### src/rtl/traffic_pkg.sv
// traffic_pkg
//   Shared definitions for the traffic_control request front end:
//   light codes driven by traffic_control, the per-lane request FSM state
//   encoding, lane index constants and a light-code legality helper.
package traffic_pkg;

  // One-hot light codes as produced by traffic_control
  localparam logic [2:0] LIGHT_RED = 3'b100;
  localparam logic [2:0] LIGHT_YEL = 3'b010;
  localparam logic [2:0] LIGHT_GRN = 3'b001;

  // Lane positions within det[] and starve[]
  localparam int LANE_N = 0;
  localparam int LANE_S = 1;
  localparam int LANE_E = 2;
  localparam int LANE_W = 3;

  typedef enum logic [1:0] {
    LANE_IDLE   = 2'd0,
    LANE_ARMED  = 2'd1,
    LANE_REQ    = 2'd2,
    LANE_SERVED = 2'd3
  } lane_state_t;

  // Anything other than the three one-hot codes is a fault on the light bus
  function automatic logic is_legal_light(input logic [2:0] code);
    return (code == LIGHT_RED) || (code == LIGHT_YEL) || (code == LIGHT_GRN);
  endfunction

endpackage

### src/rtl/traffic_lane_req.sv
// traffic_lane_req
//   One lane of the request generator: debounces the detector, latches a
//   request until the lane has been given green, ages the pending request
//   and flags starvation.
// Ports
//   clk     in   system clock, rising edge
//   rst_a   in   asynchronous reset, active-low
//   det     in   detector (already synchronous to clk)
//   green   in   this lane's light is exactly GRN
//   req     out  request pending (state is REQ)
//   starve  out  pending request has waited >= MAX_WAIT cycles
module traffic_lane_req
  import traffic_pkg::*;
#(
  parameter int DEBOUNCE_CYCLES = 4,
  parameter int AGE_W           = 8,
  parameter int MAX_WAIT        = 200
) (
  input  logic clk,
  input  logic rst_a,
  input  logic det,
  input  logic green,
  output logic req,
  output logic starve
);

  localparam int DEB_W = $clog2(DEBOUNCE_CYCLES + 1);
  localparam logic [DEB_W-1:0] DEB_LAST = DEB_W'(DEBOUNCE_CYCLES - 1);
  localparam logic [AGE_W-1:0] AGE_MAX  = {AGE_W{1'b1}};
  localparam logic [AGE_W-1:0] AGE_STARVE = AGE_W'(MAX_WAIT);

  lane_state_t      state, state_nxt;
  logic [DEB_W-1:0] deb, deb_nxt;
  logic [AGE_W-1:0] age, age_nxt;

  always_ff @(posedge clk or negedge rst_a) begin
    if (!rst_a) begin
      state <= LANE_IDLE;
      deb   <= '0;
      age   <= '0;
    end else begin
      state <= state_nxt;
      deb   <= deb_nxt;
      age   <= age_nxt;
    end
  end

  // The sample that arms the lane already counts as the first debounce
  // sample, so ARMED completes on the sample where deb == DEBOUNCE_CYCLES-1.
  // Green is ignored until a request is actually latched.
  always_comb begin
    state_nxt = state;
    deb_nxt   = deb;
    age_nxt   = age;
    case (state)
      LANE_IDLE: begin
        deb_nxt = '0;
        age_nxt = '0;
        if (det) begin
          if (DEBOUNCE_CYCLES == 1) begin
            state_nxt = LANE_REQ;
          end else begin
            state_nxt = LANE_ARMED;
            deb_nxt   = DEB_W'(1);
          end
        end
      end
      LANE_ARMED: begin
        if (!det) begin
          state_nxt = LANE_IDLE;
          deb_nxt   = '0;
        end else if (deb >= DEB_LAST) begin
          state_nxt = LANE_REQ;
          deb_nxt   = '0;
          age_nxt   = '0;
        end else begin
          deb_nxt = deb + DEB_W'(1);
        end
      end
      LANE_REQ: begin
        if (green) begin
          state_nxt = LANE_SERVED;
          age_nxt   = '0;
        end else if (age != AGE_MAX) begin
          age_nxt = age + AGE_W'(1);
        end
      end
      LANE_SERVED: begin
        age_nxt = '0;
        if (!green) begin
          state_nxt = LANE_IDLE;
        end
      end
      default: begin
        state_nxt = LANE_IDLE;
        deb_nxt   = '0;
        age_nxt   = '0;
      end
    endcase
  end

  // Both outputs decode only registered state, so there is no input-to-output path
  assign req    = (state == LANE_REQ);
  assign starve = (state == LANE_REQ) && (age >= AGE_STARVE);

endmodule

### src/rtl/traffic_request_gen.sv
// traffic_request_gen
//   Vehicle-detector front end for traffic_control. Turns raw loop detectors
//   into latched per-direction demands x1..x4 and retires each demand once
//   traffic_control has shown that direction green.
// Configuration macro
//   TRAFFIC_REQ_SYNC_EN  when defined, det passes through 2-flop synchronizers
//                        (adds 2 cycles det->x latency); otherwise det must
//                        already be synchronous to clk.
// Ports
//   clk         in   system clock, rising edge
//   rst_a       in   asynchronous reset, active-low
//   det[3:0]    in   raw detectors, bit0=N, bit1=S, bit2=E, bit3=W
//   n/s/e/w_lights in  light codes from traffic_control
//   x1..x4      out  north/south/east/west demand
//   starve[3:0] out  per-lane starvation flag
//   lights_err  out  sticky: a light input carried an illegal code
module traffic_request_gen
  import traffic_pkg::*;
#(
  parameter int DEBOUNCE_CYCLES = 4,
  parameter int AGE_W           = 8,
  parameter int MAX_WAIT        = 200
) (
  input  logic       clk,
  input  logic       rst_a,
  input  logic [3:0] det,
  input  logic [2:0] n_lights,
  input  logic [2:0] s_lights,
  input  logic [2:0] e_lights,
  input  logic [2:0] w_lights,
  output logic       x1,
  output logic       x2,
  output logic       x3,
  output logic       x4,
  output logic [3:0] starve,
  output logic       lights_err
);

  logic [3:0]      det_q;
  logic [3:0][2:0] lights;
  logic [3:0]      green;
  logic [3:0]      bad_code;
  logic [3:0]      req;

`ifdef TRAFFIC_REQ_SYNC_EN
  logic [3:0] det_s1, det_s2;

  // Two-stage synchronizer for the asynchronous pad-level detectors
  always_ff @(posedge clk or negedge rst_a) begin
    if (!rst_a) begin
      det_s1 <= '0;
      det_s2 <= '0;
    end else begin
      det_s1 <= det;
      det_s2 <= det_s1;
    end
  end

  assign det_q = det_s2;
`else
  assign det_q = det;
`endif

  assign lights[LANE_N] = n_lights;
  assign lights[LANE_S] = s_lights;
  assign lights[LANE_E] = e_lights;
  assign lights[LANE_W] = w_lights;

  always_comb begin
    green    = '0;
    bad_code = '0;
    for (int i = 0; i < 4; i++) begin
      green[i]    = (lights[i] == LIGHT_GRN);
      bad_code[i] = !is_legal_light(lights[i]);
    end
  end

  // Once any illegal light code is seen the flag holds until reset
  always_ff @(posedge clk or negedge rst_a) begin
    if (!rst_a) begin
      lights_err <= 1'b0;
    end else if (|bad_code) begin
      lights_err <= 1'b1;
    end
  end

  for (genvar g = 0; g < 4; g++) begin : g_lane
    traffic_lane_req #(
      .DEBOUNCE_CYCLES(DEBOUNCE_CYCLES),
      .AGE_W          (AGE_W),
      .MAX_WAIT       (MAX_WAIT)
    ) u_lane (
      .clk   (clk),
      .rst_a (rst_a),
      .det   (det_q[g]),
      .green (green[g]),
      .req   (req[g]),
      .starve(starve[g])
    );
  end

  assign x1 = req[LANE_N];
  assign x2 = req[LANE_S];
  assign x3 = req[LANE_E];
  assign x4 = req[LANE_W];

endmodule

### config.mk
export PLATFORM = sky130hd
export DESIGN_NAME = traffic_request_gen
export DESIGN_NICKNAME = d
export VERILOG_FILES = /design/src/rtl/traffic_pkg.sv /design/src/rtl/traffic_lane_req.sv /design/src/rtl/traffic_request_gen.sv
export SDC_FILE = /design/constraint.sdc
export NUM_CORES = 1
export LEC_CHECK = 0
export CORE_ASPECT_RATIO = 0.9
export CORE_MARGIN = 3
export CORE_UTILIZATION = 54
export CTS_BUF_LIST = sky130_fd_sc_hd__clkbuf_2 sky130_fd_sc_hd__clkbuf_4 sky130_fd_sc_hd__clkbuf_8
export CTS_CLUSTER_SIZE = 24
export DETAILED_ROUTE_END_ITERATION = 8
export GPL_TIMING_DRIVEN = 0
export PLACE_DENSITY = 0.78
export SLEW_MARGIN = 15
export SYNTH_ARGS = -nofsm -noshare
export SYNTH_HDL_FRONTEND = slang
export SYNTH_SLANG_ARGS = --single-unit
### constraint.sdc
create_clock -name clk -period 1.67 [get_ports clk]
set_input_delay 0.4175 -clock clk [delete_from_list [all_inputs] [get_ports clk]]
set_output_delay 0.4175 -clock clk [all_outputs]
set_load 0.1 [all_outputs]
==> metrics.md <==
| Metric | Value |
|---|---|
| Worst Path Required | 1250 ps |
| Clk sinks | 53 |
| Initial core utilization | 57.6% |
| Die area | 0.00672 sq mm |
| Setup TNS | -309 ps |
| Rows | 25 |
| RD Place Congestion | 0.793 |
| Top cell types by occurrence after synthesis | 53 x dfrtp_1, 48 x nand2_1, 25 x o21ai_0 |
| Layout cell share with drive strength beyond 1 | 28.7% |
| CP max FO | 3 |
| Slew headroom | 54.6% |
| Dpl cell area | 0.00352 sq mm |
| Worst Tran Pin Value | 681 ps |
| RSZ-0062 raised after global routing | true |
| Final setup violation count | 5 |
| Synth-to-Final Area Change | 32.0% |
| Max stage delay on crit path | 430 ps |
| Fraction of registers with async set or reset after synthesis | 100% |
| Average cell area after synthesis | 9.22 sq um |
| Startpoint type of the worst setup path | flip-flop |
| Synth Register Bits | 53 |
| Worst-path cell chain | nand2b_4, nor3_2, buf_4, buf_12 |
| FF-to-FF setup slack | 0 ps |
| H-tree depth | 2 |
| Final cell count without fillers | 467 |
| Top-count cell post-synth | dfrtp_1 |
| Vias in the first global route | 2,658 |
| Pwr Density | 1110 mW/mm^2 |
| Number of enable flip-flop cells after synthesis | 0 |
| Maximum clock frequency | 0.560 GHz |
| Final ANT Viol Nets | 0 |
| Worst Skew | 4.43 ps |
| Final Total Pwr | 4.58 mW |
| Antenna cell count | 0 |
| Synth cell types | 46 |
| IO buf count | 26 |
| Grt ovf | 0 |
| I/O pins | 27 |
| Drt wl/cell | 14.9 um |
| Critical setup path kind | reg2out |
| Clk slew on worst S/H paths | 90 ps |
| Maximum VDD drop | 1.12 mV |
| Sum of buffers and inverters on the critical path | 2 |
| Final WS setup | -117 ps |
| Leakage power | 1.85 nW |
| R2R cell count | 6 |
| Fin area | 0.00411 sq mm |
| Drt first pass iters | 4 |
| Min-delay worst type | in2async |
| Largest cells by area after synthesis | dfrtp_1 43%, ha_1 6.4%, nand2_1 5.8%, o21ai_0 4.0%, a211o_1 3.7% |
| Vias/cell | 6.04 |
| Area of the mapped netlist | 0.00312 sq mm |
| First-pass GRT wire length | 11.7 mm |
| Core Footprint | 0.00541 sq mm |
| Element type at the critical path end | primary output |
| Initial DRC count | 128 |
| CTS tree | done |
| Crit-path slowest cell | dfrtp_2 |
| Cts hold-fix bufs | 0 |
| Seq/Total Area, Yosys | 42.6% |
| Utilization after layout | 76.0% |
| Synth warnings | 0 |
| CP delay by family, top | flip-flops |
| Final Cycle Share | 107% |
| Failing checks | setup timing |
| DRC | 0 |
| Clk Latency, worst-skew pair | 300 ps |
| FILL cells | 373 |
| Dominant synthesized flop cell | dfrtp_1 |
| Cell taking the most area after synthesis | dfrtp_1 |
| Final Critical Period | 1790 ps |
| Largest net degree at the start of global routing | 54 |
| Cells after Synth | 338 |
| Final hold vios | 0 |
| Hold_ws | 140 ps |
| DR vias | 2,820 |
| Final Max Tran Viols | 0 |
| Critical path arrival | 1370 ps |
| Bufs on Longest Clock Path | 2 |
| Yosys top cell area share | 42.6% |
| Nets@finish | 433 |
| Levels on crit path | 4 |
| Initial antenna violation count | 0 |
| Place WS | -828 ps |
| DP Wirelength | 4.43 mm |
| Status | complete, but fails checks |
| WL final | 6.98 mm |
| GRT Util Overall | 21.2% |
| DP Cell Count | 431 |
| Mapped Nets | 372 |
| Number of max-cap violations | 0 |
| Root buf cell | clkbuf_8 |
| Die Y | 78.1 um |
| Width of the chip | 86.1 um |
| Cts bufs inserted | 5 |
## routing by layer
layer  part of all wire [%]  global-route usage, %
met5                      0                      0
met4                    1.8                   6.49
met3                    3.3                   3.67
met2                     49                   36.3
met1                     46                   27.3
## report_power, final
group	total (mW)	switching, mW	internal, mW
combinational	2.08	1.19	0.886
sequential	1.71	0.206	1.50
clock	0.791	0.415	0.376
## registers in the layout (all words and copies together) (netlist names), named ones only
name / cells
g_lane.u_lane.age: 32
g_lane.u_lane.deb: 12
g_lane.u_lane.state: 4
lights_err: 1
## final cells by class
| class | instances | area (sq um) | area share [%] |
|---|---|---|---|
| clock buffer | 7 | 96.3 | 2.34 |
| tap | 67 | 83.8 | 2.04 |
| sequential | 53 | 1340 | 32.5 |
| multi-input combinational | 260 | 1960 | 47.7 |
| buffer | 9 | 57.6 | 1.40 |
| inverter | 14 | 60.1 | 1.46 |
| timing repair buffer | 56 | 513 | 12.5 |
| clock inverter | 1 | 5.00 | 0.122 |
## worst paths after layout
| kind | start | endpoint |
|---|---|---|
| min in group clk | g_lane[2].u_lane.age[7]$_DFFE_PN0P_ | g_lane[2].u_lane.age[7]$_DFFE_PN0P_ |
| worst max-delay path | g_lane[3].u_lane.state[0]$_DFFE_PN0P_ | starve[3] |
| max in group asynchronous | rst_a | g_lane[2].u_lane.age[3]$_DFFE_PN0P_ |
| worst max register to register | g_lane[2].u_lane.deb[1]$_DFFE_PN0P_ | g_lane[2].u_lane.age[4]$_DFFE_PN0P_ |
| worst min-delay path | rst_a | g_lane[2].u_lane.deb[2]$_DFFE_PN0P_ |
| worst min register to register | g_lane[2].u_lane.age[7]$_DFFE_PN0P_ | g_lane[2].u_lane.age[7]$_DFFE_PN0P_ |
## logic make-up after synthesis
family | share of synthesized area [%]
muxes | 1.65
adders and majority gates | 6.42
xor gates and xnor gates | 2.53
and+or+nand+nor | 22.6
DFF | 42.6
AOI/OAI and AO/OA | 20.4
buffers and inverters | 3.81
## cell usage in the layout, fill, tap and decap left out, types with 4 or more instances in the layout
cell type / synthesis / routed
or3b_4: 1 / 4
a22o_1: 8 / 8
nand3_1: 12 / 9
o21ai_0: 25 / 21
nor2_1: 12 / 10
clkdlybuf4s50_1: 0 / 5
mux2i_1: 4 / 4
dfrtp_2: 0 / 8
nand4_1: 6 / 6
nor3_2: 0 / 8
a31oi_1: 11 / 11
nor3_1: 22 / 14
buf_12: 0 / 4
ha_4: 0 / 4
a211o_1: 13 / 13
clkbuf_1: 4 / 4
clkbuf_8: 0 / 7
nand2b_1: 6 / 4
nand2_1: 48 / 47
and3_1: 8 / 8
nor3b_1: 6 / 4
ha_2: 0 / 6
dlygate4sd2_1: 0 / 9
xnor2_1: 6 / 6
ha_1: 16 / 6
inv_1: 14 / 12
a21oi_1: 12 / 7
o21ai_1: 0 / 4
o31ai_1: 6 / 6
buf_4: 4 / 35
a21oi_2: 0 / 5
or3_1: 5 / 5
dfrtp_1: 53 / 45
## timing repair
item,4_1_cts,5_1_grt
gates resized for setup,103,36
endpoints found under the setup margin,39,43
setup buffers,26,4
pin swaps,16,22
hold endpoints to repair,0,0
Note: power is estimated with default switching activity, not from simulation.
==> edit, RTL diff (same settings) <==
Encoding of `lane_state_t`: now Gray code (2 bits for 4 states).
--- a/src/rtl/traffic_pkg.sv
+++ b/src/rtl/traffic_pkg.sv
@@ -18,6 +18,6 @@
   typedef enum logic [1:0] {
-    LANE_IDLE   = 2'd0,
-    LANE_ARMED  = 2'd1,
-    LANE_REQ    = 2'd2,
-    LANE_SERVED = 2'd3
+    LANE_IDLE   = 2'b00,
+    LANE_ARMED  = 2'b01,
+    LANE_REQ    = 2'b11,
+    LANE_SERVED = 2'b10
   } lane_state_t;
Formal check against the unedited RTL: same outputs for any inputs over 4 cycles, from zero or initial values and one cycle with rst_a low; so few cycles prove little.
==> edit against the original RTL <==
Routed wire length rose by 9.4%. Synthesized cell count fell by 2.7%. Critical path type unchanged. Synthesized area fell by 2.4%. The run still ends with negative setup slack left. Count of clock-buffer cells in the layout fell by 2. Final area rose by 2.3%. Via count fell by 0.28%. Sequential cell count did not move. Setup slack improved by 0.020 ns.
Power is not compared: it rests on default switching activity, and its combinational part moved more than twofold at a synthesized area within 25%.
==> edit: results (changes against the original RTL) <==
[place]
post-dp-hpwl_um=4441  ; +0.35%
port-buffer-count=26  ; unchanged
dp.cells=422  ; -2.1%
dp_slack_ns=-0.9057  ; -0.07797 ns
gp_congestion=0.8419  ; +6.2%
place_area_mm2=0.003415  ; -3.1%

[critical_path]
slowest_delay_ns=0.41  ; -0.02 ns
crit_fanout=2  ; -1
arrival_ns=1.35  ; -0.02 ns
r2r_slack_ns=-0.03  ; -0.03 ns
cp_slowest_cell=dfrtp_1

[sta]
fin_skew_ns=0.01562  ; +0.01119 ns
fin_ws_ns=-0.09647  ; +0.02010 ns
hold_slack_ns=0.1160  ; -0.02403 ns
tns_ns=-0.2334  ; +0.07562 ns
finalSetupViolations=5  ; unchanged
maxSlewHeadroom_pct=55.88  ; +1.3 points

[cells_and_area]
drive_gt1_share_pct=33.91  ; +5.2 points
fin_nets=437  ; +0.92%
reg.largest.list=g_lane.u_lane.age (32), g_lane.u_lane.deb (12), g_lane.u_lane.state (8)
utilization_pct=78.64  ; +2.6 points
n_fill_cell=325  ; -13%

[drt]
viasPerCell=5.970  ; -1.1%
drt_first_pass_iters=4  ; unchanged
wl_um=7639  ; +9.4%
wl_per_cell_um=16.22  ; +8.5%
drt_iter0_drc=199  ; +55%

[logic_synthesis]
synth_top_cells_by_count=53 x dfrtp_1, 38 x nand2_1, 24 x o21ai_0
ys_seq_area_share_pct=43.62  ; +1.1 points
synthDistinctLibCells=55  ; +20%
synth_nets=363  ; -2.4%
syn-instance-count=329  ; -2.7%
synthTopCellsByArea=dfrtp_1 44%, ha_1 6.6%, nand2_1 4.7%

[power_and_ir_drop]
p_comb_uw=878
max-vdd-ir-drop_mv=0.5876
finalPower_mw=3.079

[clocking]
clkLatencyLatePin_ns=0.32  ; +0.02 ns
htree_levels=2  ; unchanged
clk_pin_slew_ns=0.11  ; +0.02 ns
clk_path_buf_depth=2  ; unchanged

[run_status]
violations=negative setup slack
status=finished with violations

[global_route]
grtUsageTotal_pct=23.18  ; +2.0 points
grt_pass1_wl_um=12500  ; +6.9%
grt_max_degree=54  ; unchanged
grt_pass1_vias=2712  ; +2.0%

[worst_hold_path]
hp-class=primary input to asynchronous set/reset pin

[edit: cell types whose count changed after synthesis, moves of 3 or more]
cell	unedited run	this run
a21o_1	3	0
nand2_1	48	38
nand4_1	6	9
a211o_1	13	7
nor3_1	22	11
inv_1	14	21
nor2_1	12	16
nor3b_1	6	2
o21a_1	1	4
nand2b_1	6	3
nand3_1	12	18
[edit: final cells by class]
class	instances	area share (%)
multi-input cells	245	45.69
flip-flops and latches	53	31.83
repair buffers	70	14.87
well taps	67	1.993
inverters	21	1.963
clock buffers	5	1.636
plain buffers	7	1.487
clock inverters	3	0.5354
[edit: kinds of logic (layout without fill, tap and decap cells)]
kind of cell,Yosys count,in the layout,share of synthesized area [%]
mux,2,2,0.6585
xor+xnor,9,9,2.592
fa+ha+maj,16,16,6.584
compound gates,90,90,20.04
simple gates,128,128,21.81
buf+inv,31,106,4.691
flops,53,53,43.62
[edit: worst paths after layout]
check	start	end	depth (start not counted)
setup / recovery	g_lane[2].u_lane.age[3]	starve[2]	4
hold / removal	rst_a	g_lane[1].u_lane.age[5]	1
setup reg to reg	g_lane[1].u_lane.deb[0]	g_lane[1].u_lane.deb[1]	7
hold reg to reg	g_lane[3].u_lane.deb[1]	g_lane[3].u_lane.deb[1]	2
max in group asynchronous	rst_a	g_lane[3].u_lane.state[0]	1
min in group clk	n_lights[0]	lights_err	3
[edit: metal layers]
layer / up-vias / share of wire [%] / GRT usage [%] / routed length [um]
met5: - / 0 / 0 / 0
met4: 0 / 1.5 / 7.595 / 118
met3: 16 / 3.7 / 3.437 / 284
met2: 69 / 49 / 38.35 / 3729
met1: 1377 / 46 / 31.10 / 3506
li1: 1350 / - / - / -
[edit: what timing repair did]
item                                    CTS  global route
endpoints found under the setup margin   41            43
pin swaps                                30            27
resized for setup                       118            44
setup buffers                            30            14
